File: config.mk
export PLATFORM = sky130hd
export DESIGN_NAME = adc_sample_sequencer_flat
export DESIGN_NICKNAME = d
export VERILOG_FILES = /design/src/rtl/adc_seq_pkg.sv /design/src/rtl/adc_sample_sequencer_if.sv /design/src/rtl/adc_seq_period_timer.sv /design/src/rtl/adc_sample_sequencer.sv /design/src/flat_wrapper.sv
export SDC_FILE = /design/constraint.sdc
export NUM_CORES = 1
export LEC_CHECK = 0
export BUFFER_PORTS_ARGS = -buffer_cell sky130_fd_sc_hd__clkbuf_2
export CAP_MARGIN = 20
export CORE_MARGIN = 5
export CORE_UTILIZATION = 61
export CTS_BUF_LIST = sky130_fd_sc_hd__clkbuf_4 sky130_fd_sc_hd__clkbuf_8 sky130_fd_sc_hd__clkbuf_16
export CTS_CLUSTER_SIZE = 20
export DETAILED_ROUTE_END_ITERATION = 16
export MAX_ROUTING_LAYER = met4
export PLACE_DENSITY_LB_ADDON = 0.1
export SKIP_LAST_GASP = 1
export SLEW_MARGIN = 20
export SYNTH_ARGS = -nofsm -noshare
export SYNTH_HDL_FRONTEND = slang
export SYNTH_SLANG_ARGS = --single-unit
File: constraint.sdc
create_clock -name clk_i -period 5.7 [get_ports clk_i]
set_clock_uncertainty 0.1 [all_clocks]
set_input_delay 1.14 -clock clk_i [delete_from_list [all_inputs] [get_ports clk_i]]
set_output_delay 1.14 -clock clk_i [all_outputs]
set_load 0.02 [all_outputs]
File: src/rtl/adc_seq_pkg.sv
// Shared types and constants for the ADC sample sequencer.
// Holds the sequencer FSM encoding, the serializer state codes and the default minimum period.
package adc_seq_pkg;

    localparam int MIN_PERIOD_DEF = 20;

    typedef enum logic [2:0] {
        IDLE  = 3'd0,
        WAIT  = 3'd1,
        ARM   = 3'd2,
        CONV  = 3'd3,
        DRAIN = 3'd4
    } seq_state_e;

    localparam logic [1:0] SPI_IDLE = 2'd0;
    localparam logic [1:0] SPI_XMIT = 2'd1;
    localparam logic [1:0] SPI_DONE = 2'd2;

endpackage

File: src/rtl/adc_sample_sequencer_if.sv
// Handshake between the sequencer (master) and the AD7476 serializer / RX FIFO side (slave).
// Member suffixes are given from the sequencer's point of view.
interface adc_sample_sequencer_if;
    logic       spi_start_o;
    logic       spi_rden_o;
    logic [1:0] spi_fsm_st_i;
    logic       spi_tfer_done_i;
    logic       rx_fifo_full_i;

    modport master (
        output spi_start_o, spi_rden_o,
        input  spi_fsm_st_i, spi_tfer_done_i, rx_fifo_full_i
    );

    modport slave (
        input  spi_start_o, spi_rden_o,
        output spi_fsm_st_i, spi_tfer_done_i, rx_fifo_full_i
    );
endinterface

File: src/rtl/adc_seq_period_timer.sv
// Loadable down-counter that paces conversion starts.
// Periods below MIN_PERIOD are clamped; tc_o fires on the zero count and the counter reloads itself.
module adc_seq_period_timer #(
    parameter int CNT_W      = 16,
    parameter int MIN_PERIOD = 20
) (
    input  logic             clk_i,
    input  logic             rst_n_i,
    input  logic             load_i,
    input  logic             run_i,
    input  logic [CNT_W-1:0] period_i,
    output logic             tc_o
);

    logic [CNT_W-1:0] cnt_q;
    logic [CNT_W-1:0] reload;

    // Reload is eff_period-1 so that a full cycle spans exactly eff_period clocks.
    always_comb begin
        if (period_i < CNT_W'(MIN_PERIOD)) reload = CNT_W'(MIN_PERIOD - 1);
        else                               reload = period_i - 1'b1;
    end

    always_ff @(posedge clk_i or negedge rst_n_i) begin
        if (!rst_n_i)     cnt_q <= '0;
        else if (load_i)  cnt_q <= reload;
        else if (run_i)   cnt_q <= (cnt_q == '0) ? reload : cnt_q - 1'b1;
    end

    assign tc_o = run_i && (cnt_q == '0);

endmodule

File: src/rtl/adc_sample_sequencer.sv
// Paces AD7476 conversion starts, gates the serializer read-enable, runs bursts and tracks overruns.
// Optional macro ADC_SEQ_FIRST_DISCARD_EN: discard the first pair after every start of capture.
module adc_sample_sequencer
    import adc_seq_pkg::*;
#(
    parameter int CNT_W      = 16,
    parameter int MIN_PERIOD = MIN_PERIOD_DEF,
    parameter int OVR_W      = 8
) (
    input  logic                   clk_i,
    input  logic                   rst_n_i,
    input  logic                   enable_i,
    input  logic [CNT_W-1:0]       sample_period_i,
    input  logic [CNT_W-1:0]       burst_len_i,
    input  logic                   clr_status_i,
    adc_sample_sequencer_if.master spi,
    output logic                   busy_o,
    output logic                   burst_done_o,
    output logic [CNT_W-1:0]       sample_cnt_o,
    output logic                   overrun_o,
    output logic [OVR_W-1:0]       overrun_cnt_o
);

`ifdef ADC_SEQ_FIRST_DISCARD_EN
    localparam bit FIRST_DISCARD = 1'b1;
`else
    localparam bit FIRST_DISCARD = 1'b0;
`endif

    seq_state_e       state_q, state_d;
    logic             parity_q, parity_d;
    logic             arm_wait_q, arm_wait_d;
    logic             pend_q, pend_d;
    logic             discard_q, discard_d;
    logic [CNT_W-1:0] cnt_q, cnt_d;
    logic             done_q, done_d;
    logic             ovr_q, ovr_d;
    logic [OVR_W-1:0] ovr_cnt_q, ovr_cnt_d, ovr_base;
    logic             ovr_evt, start, load, tmr_tc, late;

    adc_seq_period_timer #(
        .CNT_W      (CNT_W),
        .MIN_PERIOD (MIN_PERIOD)
    ) u_timer (
        .clk_i    (clk_i),
        .rst_n_i  (rst_n_i),
        .load_i   (load),
        .run_i    (state_q != IDLE),
        .period_i (sample_period_i),
        .tc_o     (tmr_tc)
    );

    always_ff @(posedge clk_i or negedge rst_n_i) begin
        if (!rst_n_i) begin
            state_q    <= IDLE;
            parity_q   <= 1'b0;
            arm_wait_q <= 1'b0;
            pend_q     <= 1'b0;
            discard_q  <= 1'b0;
            cnt_q      <= '0;
            done_q     <= 1'b0;
            ovr_q      <= 1'b0;
            ovr_cnt_q  <= '0;
        end else begin
            state_q    <= state_d;
            parity_q   <= parity_d;
            arm_wait_q <= arm_wait_d;
            pend_q     <= pend_d;
            discard_q  <= discard_d;
            cnt_q      <= cnt_d;
            done_q     <= done_d;
            ovr_q      <= ovr_d;
            ovr_cnt_q  <= ovr_cnt_d;
        end
    end

    assign late = (spi.spi_fsm_st_i != SPI_IDLE) || spi.spi_tfer_done_i;

    always_comb begin
        state_d    = state_q;
        parity_d   = parity_q;
        arm_wait_d = arm_wait_q;
        pend_d     = pend_q;
        discard_d  = discard_q;
        cnt_d      = cnt_q;
        done_d     = clr_status_i ? 1'b0 : done_q;
        ovr_evt    = 1'b0;
        start      = 1'b0;
        load       = 1'b0;

        // A tick landing while a start is still outstanding must not be lost.
        if (tmr_tc && (state_q == ARM || state_q == CONV)) pend_d = 1'b1;

        case (state_q)
            IDLE: begin
                parity_d   = 1'b0;
                pend_d     = 1'b0;
                arm_wait_d = 1'b0;
                if (enable_i) begin
                    load      = 1'b1;
                    cnt_d     = '0;
                    done_d    = 1'b0;
                    discard_d = FIRST_DISCARD;
                    state_d   = WAIT;
                end
            end
            WAIT: begin
                if (!enable_i) state_d = IDLE;
                else if (tmr_tc || pend_q) begin
                    pend_d     = 1'b0;
                    arm_wait_d = 1'b0;
                    state_d    = ARM;
                end
            end
            ARM: begin
                if (!enable_i) state_d = IDLE;
                else if (!parity_q && spi.rx_fifo_full_i) begin
                    ovr_evt = 1'b1;
                    state_d = WAIT;
                end else begin
                    arm_wait_d = 1'b1;
                    if (late && !arm_wait_q) ovr_evt = 1'b1;
                    if (spi.spi_fsm_st_i == SPI_IDLE) begin
                        start   = 1'b1;
                        state_d = CONV;
                    end
                end
            end
            CONV: begin
                if (spi.spi_fsm_st_i == SPI_DONE) begin
                    parity_d = ~parity_q;
                    state_d  = enable_i ? WAIT : IDLE;
                    if (parity_q) begin
                        if (discard_q) discard_d = 1'b0;
                        else begin
                            cnt_d = cnt_q + 1'b1;
                            if (burst_len_i != '0 && cnt_d >= burst_len_i) begin
                                done_d  = 1'b1;
                                state_d = DRAIN;
                            end
                        end
                    end
                end
            end
            DRAIN:   state_d = IDLE;
            default: state_d = IDLE;
        endcase

        // A new event beats a coincident clear.
        ovr_base  = clr_status_i ? '0 : ovr_cnt_q;
        ovr_cnt_d = ovr_base;
        ovr_d     = clr_status_i ? 1'b0 : ovr_q;
        if (ovr_evt) begin
            ovr_d = 1'b1;
            if (ovr_base != '1) ovr_cnt_d = ovr_base + 1'b1;
        end
    end

    assign spi.spi_start_o = start;
    assign spi.spi_rden_o  = (state_q != IDLE) && !discard_q;
    assign busy_o          = (state_q != IDLE);
    assign burst_done_o    = done_q;
    assign sample_cnt_o    = cnt_q;
    assign overrun_o       = ovr_q;
    assign overrun_cnt_o   = ovr_cnt_q;

endmodule

File: src/flat_wrapper.sv
// flat-port wrapper written by rule: the top's interface ports become plain ports
module adc_sample_sequencer_flat import adc_seq_pkg::*;
#(
    parameter int CNT_W      = 16,
    parameter int MIN_PERIOD = MIN_PERIOD_DEF,
    parameter int OVR_W      = 8
)
  (clk_i, rst_n_i, enable_i, sample_period_i, burst_len_i, clr_status_i, busy_o, burst_done_o, sample_cnt_o, overrun_o, overrun_cnt_o, spi_spi_start_o, spi_spi_rden_o, spi_spi_fsm_st_i, spi_spi_tfer_done_i, spi_rx_fifo_full_i);
  adc_sample_sequencer_if spi_i ();
  input  logic clk_i;
  input  logic rst_n_i;
  input  logic enable_i;
  input  logic [CNT_W-1:0] sample_period_i;
  input  logic [CNT_W-1:0] burst_len_i;
  input  logic clr_status_i;
  output logic busy_o;
  output logic burst_done_o;
  output logic [CNT_W-1:0] sample_cnt_o;
  output logic overrun_o;
  output logic [OVR_W-1:0] overrun_cnt_o;
  output wire logic [$bits(spi_i.spi_start_o)-1:0] spi_spi_start_o;
  output wire logic [$bits(spi_i.spi_rden_o)-1:0] spi_spi_rden_o;
  input wire logic [$bits(spi_i.spi_fsm_st_i)-1:0] spi_spi_fsm_st_i;
  input wire logic [$bits(spi_i.spi_tfer_done_i)-1:0] spi_spi_tfer_done_i;
  input wire logic [$bits(spi_i.rx_fifo_full_i)-1:0] spi_rx_fifo_full_i;
  assign spi_spi_start_o = spi_i.spi_start_o;
  assign spi_spi_rden_o = spi_i.spi_rden_o;
  assign spi_i.spi_fsm_st_i = spi_spi_fsm_st_i;
  assign spi_i.spi_tfer_done_i = spi_spi_tfer_done_i;
  assign spi_i.rx_fifo_full_i = spi_rx_fifo_full_i;
  adc_sample_sequencer #(.CNT_W(CNT_W), .MIN_PERIOD(MIN_PERIOD), .OVR_W(OVR_W)) u_core (.clk_i(clk_i), .rst_n_i(rst_n_i), .enable_i(enable_i), .sample_period_i(sample_period_i), .burst_len_i(burst_len_i), .clr_status_i(clr_status_i), .spi(spi_i), .busy_o(busy_o), .burst_done_o(burst_done_o), .sample_cnt_o(sample_cnt_o), .overrun_o(overrun_o), .overrun_cnt_o(overrun_cnt_o));
endmodule
# ---- After elaboration in Yosys (flattened, before gate mapping)
# Cells that the tools add are included.
dict set report totals {
  register_bits 49
  elab_cells 117
  output_inout_bits 29
  inputBits 40
}
dict set report op_classes {
  n_eq_ne 15
  n_bitwise 1
  add_sub_neg 4
  magnitude_cmp 2
  n_mux 58
  reduce_logical 27
}
# op n
set ops {}
lappend ops {{$mux W16} 8}
lappend ops {{$pmux W16 S2} 1}
lappend ops {{$sub A16 B1 Y16 const B} 2}
lappend ops {{$mux W1} 30}
lappend ops {{$mux W3} 10}
lappend ops {{$mux W8} 3}
lappend ops {{$add A16 B1 Y16 const B} 1}
lappend ops {{$ge A16 B16 Y1} 1}
lappend ops {{$logic_not A16 Y1} 1}
lappend ops {{$lt A16 B5 Y1 const B} 1}
lappend ops {{$reduce_bool A16 Y1} 1}
lappend ops {{$ne A2 B2 Y1 const B} 6}
lappend ops {{$pmux W3 S4} 1}
lappend ops {{$reduce_and A5 Y1} 2}
lappend ops {{$add A8 B1 Y8 const B} 1}
lappend ops {{$ne A8 B8 Y1 const B} 1}
lappend ops {{$pmux W1 S2} 4}
lappend ops {{$reduce_and A4 Y1} 2}
lappend ops {{$reduce_bool A2 Y1} 4}
lappend ops {{$eq A3 B2 Y1 const B} 2}
lappend ops {{$logic_and A1 B1 Y1} 6}
lappend ops {{$reduce_bool A3 Y1} 2}
lappend ops {{$ne A2 B1 Y1 const B} 2}
lappend ops {{$ne A4 B4 Y1 const B} 1}
lappend ops {{other kinds (10)} 14}

# ---- Depth between registers and ports, before layout
dict set report depth {
  word_depth 8
  ltp_mapped 12
  depth_no_buf 12
}

# ---- By module
# From an unflattened synthesis, not the netlist that was laid out.
dict set report hier_totals {
  cells_unflattened 459
  area_unflattened_um2 3802.4
}
# module seq_area_each_um2 n_inst cells_each area_per_inst_um2
set by_module_without_submodules {}
lappend by_module_without_submodules {adc_sample_sequencer 800.8 1 285 2392.3}
lappend by_module_without_submodules {adc_seq_period_timer 400.4 1 174 1410.1}

# ---- Worst setup path after synthesis
# Ideal clock, no wire load.
dict set report synth_path {
  path_kind {input -> output}
  startpoint {input port enable_i}
  endpoint {output port spi_spi_start_o}
  path_buffers 0
  setup_slack_ps 2552
  stages 3
  required_time_ps 4460
  arrival_time_ps 1908
  cell_sequence {and4bb_2 -> nand2_1 -> nor3_1}
}
dict set report synth_between {
  elab_chain_cells 2
}
# element line_no
set synth_rtl {}
lappend synth_rtl {{start: declaration} flat_wrapper.sv:12} ;# input logic enable_i;
lappend synth_rtl {{$mux W1} adc_sample_sequencer.sv:116} ;# if (!enable_i) state_d = IDLE;
lappend synth_rtl {{$mux W1} adc_sample_sequencer.sv:94} ;# case (state_q)
lappend synth_rtl {{end: declaration} flat_wrapper.sv:21} ;# output wire logic [$bits(spi_i.spi_start_o)-1:0] spi_spi_start_o;
# No other way between the ends.

# ---- Worst setup path in the final report
dict set report layout_path {
  startpoint {register u_core.cnt_q[0] (netlist: u_core.sample_cnt_o[0])}
  endpoint {register u_core.state_q[0]}
}
dict set report layout_between {
  elab_chain_cells 8
}
# element line_no
set layout_rtl {}
lappend layout_rtl {{start: declaration} adc_sample_sequencer.sv:35} ;# logic [CNT_W-1:0] cnt_q, cnt_d;
lappend layout_rtl {{start signal: assignment} adc_sample_sequencer.sv:70} ;# cnt_q <= cnt_d;
lappend layout_rtl {{$add A16 B1 Y16} adc_sample_sequencer.sv:136} ;# cnt_d = cnt_q + 1'b1;
lappend layout_rtl {{$ge A16 B16 Y1} adc_sample_sequencer.sv:137} ;# if (burst_len_i != '0 && cnt_d >= burst_len_i) begin
lappend layout_rtl {{$logic_and A1 B1 Y1} adc_sample_sequencer.sv:137}
lappend layout_rtl {{$mux W3} adc_sample_sequencer.sv:137}
lappend layout_rtl {{$mux W3} adc_sample_sequencer.sv:134} ;# if (discard_q) discard_d = 1'b0;
lappend layout_rtl {{$mux W3} adc_sample_sequencer.sv:133} ;# if (parity_q) begin
lappend layout_rtl {{$mux W3} adc_sample_sequencer.sv:130} ;# if (spi.spi_fsm_st_i == SPI_DONE) begin
lappend layout_rtl {{$pmux W3 S4} adc_sample_sequencer.sv:94}
lappend layout_rtl {{end signal: assignment} adc_sample_sequencer.sv:65} ;# state_q <= state_d;
lappend layout_rtl {{end: declaration} adc_sample_sequencer.sv:30} ;# seq_state_e state_q, state_d;
# No other way between the ends. The select of a mux whose other input is x is not followed.
# A chain may end at the register's enable or synchronous reset.

==> out/metrics.csv <==
metric,value,unit
outcome,completed,
Pins Over Slew Limit,0,
clk root buf,clkbuf_8,
Die H,87.4,microns
Netlist Area Pre-Place,3650,sq um
RSZ-0062 raised after global routing,false,
most frequent cells in the layout,"clkbuf_2 (68), dfrtp_1 (48), nand2_1 (43)",
DRT antenna net count,0,
slowest CP cell,nor3_1,
pwr dens,310,nW/um^2
drt pass-1 iters,5,
nets,567,
minimum hold slack,0.384,ns
Setup CP Type,flip-flop to flip-flop,
1st-iter DRT viols,202,
IO Pins,69,
min-delay worst type,flip-flop to flip-flop,
worst path cell trace,ha_1 > inv_1 > nor3_1 > and3_1 > xor2_1 > ha_1 > nand4_1 > nor3_1 > a21oi_1 > a21oi_1 > o211ai_1 > o2111a_1,
Startpoint Class,flip-flop,
Max clock buf depth,2,
antenna violations before repair,0,
max-cap violations,0,
Crit path max-delay family,simple AND/OR/NAND/NOR gates,
ys async rst share,100,%
Mapped Cells,444,
Layout area overhead,14.2,%
clock-pin slew on the worst setup and hold paths,0.10,ns
number of diodes,0,
detailed-route wire length,8790,microns
critical path peak fanout,8,
WP data arrival,3.51,ns
predominant post-synthesis flop cell,dfrtp_1,
share of cells above drive strength 1,18.7,%
total negative slack,0,ns
"commonest non-fill, non-tap cell in the layout",clkbuf_2,
sequential share of the synthesized area,32.9,%
slew at the pin closest to its max-slew limit,0.871,ns
vias in the first global route,3349,
Worst EP required,5.80,ns
routed len/inst,15.1,microns
Post-CTS Resized,0,
largest net degree at the start of global routing,49,
crit path time final,3.41,ns
Peak Freq,0.293,GHz
global-route wire length before repair,14900,microns
TritonCTS clock tree,done,
worst vdd ir,0.219,mV
clk_lat worst skew,0.31,ns
normalized max-slew margin,41.5,%
DR vias,3523,
Vias/cell,6.04,
chip width,87.4,microns
port bufs,68,
cts bufs inserted,5,
GRT overflow,0,
Rows,28,
Leak,0.00199,uW
Unique masters post-synth,64,
DRC,0,
CTS H-tree depth,2,
Post-synth EDFFs,0,
die area,7630,sq um
dpl hpwl,6730,microns
Mapped Avg Cell Area,8.22,sq um
Post-CTS Hold Buffers,0,
max incr delay on CP,0.68,ns
GRT Util Overall,24.6,%
syn_nets,504,
synthesized flop and latch total,48,
GPL Wtd Cong,0.832,
final setup fails,0,
Synth warnings,0,
initial core utilization,62.0,%
CP bufs+invs,1,
core area,5890,sq um
Clock Sinks,48,
element type at the critical path end,flip-flop,
Final Cycle Share,59.8,%
post-CTS repair timing setup buffer count,0,
Final Hold Vio Count,0,
[flip-flops by register name, indices dropped and copies added, names as in the netlist]
signal                flops
u_core.burst_done_o       1
u_core.sample_cnt_o      16
u_core.parity_q           1
u_core.state_q            3
u_core.pend_q             1
u_core.overrun_cnt_o      8
u_core.arm_wait_q         1
u_core.u_timer.cnt_q     16
u_core.overrun_o          1
[power breakdown]
part / internal [uW] / switching [uW] / leakage, uW / total (uW)
Sequential: 414 / 97.8 / 0.000630 / 511
Clock: 177 / 118 / 0.0000687 / 294
Combinational: 192 / 294 / 0.00129 / 486
Total: 782 / 509 / 0.00199 / 1290
[cell families after synthesis]
family	synth area share [%]
DFF	32.9
adders and majority gates	6.85
muxes	1.20
AOI/OAI and AO/OA	20.6
and+or+nand+nor	27.1
xor gates and xnor gates	6.24
buffers and inverters	5.07
[cell type report]
class | instances | area (sq um)
clock buffer | 5 | 68.8
inverter | 31 | 116
timing repair buffer | 70 | 355
multi-input combinational | 351 | 2260
fill | 472 | 1720
clock inverter | 3 | 68.8
tap | 75 | 93.8
sequential | 48 | 1200
[cell usage after synthesis, types with 3 or more instances]
library cell | instances | area, sq um
nand4_1 | 6 | 37.5
nor4_1 | 12 | 75.1
nand2b_1 | 8 | 50.1
o22ai_1 | 4 | 25.0
nand2_1 | 43 | 161
nor3_2 | 3 | 30.0
o21ai_0 | 42 | 210
nor2_1 | 25 | 93.8
o21ai_1 | 3 | 15.0
nor2b_1 | 7 | 43.8
o31ai_1 | 7 | 52.6
and2_1 | 4 | 25.0
ha_1 | 20 | 250
nand3_1 | 24 | 120
a31oi_1 | 7 | 43.8
a21o_1 | 3 | 22.5
xnor2_1 | 14 | 123
inv_1 | 31 | 116
a22oi_1 | 3 | 22.5
and4_1 | 3 | 26.3
dfrtp_1 | 48 | 1200
or3_1 | 4 | 25.0
nor3_1 | 16 | 80.1
clkbuf_1 | 10 | 37.5
a21oi_1 | 26 | 130
xor2_1 | 12 | 105
mux2_2 | 3 | 33.8
and3_1 | 9 | 56.3
o211ai_1 | 4 | 30.0
[path summary, 6_finish.rpt]
check                                        from                 endpoint  slack [ns]  depth (start not counted)
setup / recovery           u_core.sample_cnt_o[0]        u_core.state_q[0]        2.29                         12
hold / removal                   u_core.overrun_o         u_core.overrun_o        0.38                          1
setup reg to reg           u_core.sample_cnt_o[0]        u_core.state_q[0]        2.29                         12
hold reg to reg                  u_core.overrun_o         u_core.overrun_o        0.38                          1
max in group asynchronous                 rst_n_i  u_core.u_timer.cnt_q[1]        4.26                          2
min in group asynchronous                 rst_n_i  u_core.sample_cnt_o[12]        0.82                          2
[metal layers]
| metal | track usage (%) | up-vias | routed length, microns |
|---|---|---|---|
| li1 | - | 1763 | - |
| met1 | 33.1 | 1651 | 4060 |
| met2 | 39.5 | 101 | 4130 |
| met3 | 3.41 | 8 | 517 |
| met4 | 5.72 | 0 | 83 |
| met5 | - | - | 0 |
[stage by stage]
| stage | setup WS [ns] | area, sq um | cells | power, uW | util, % |
|---|---|---|---|---|---|
| 4_1_cts | 2.35 | 4170 | 583 | 1290 | 70.8 |
| 3_5_place_dp | 2.40 | 4030 | 575 | 994 | 68.5 |
| 5_1_grt | 2.12 | 4170 | 583 | 1390 | 70.8 |
| 6_report | 2.29 | 4170 | 583 | 1290 | 70.8 |
| 3_3_place_gp | 2.47 | 4030 | 575 | 978 | 68.5 |
| 2_1_floorplan | 2.55 | 3650 | 444 | 865 | - |
Power figures use the tool's default switching activity.
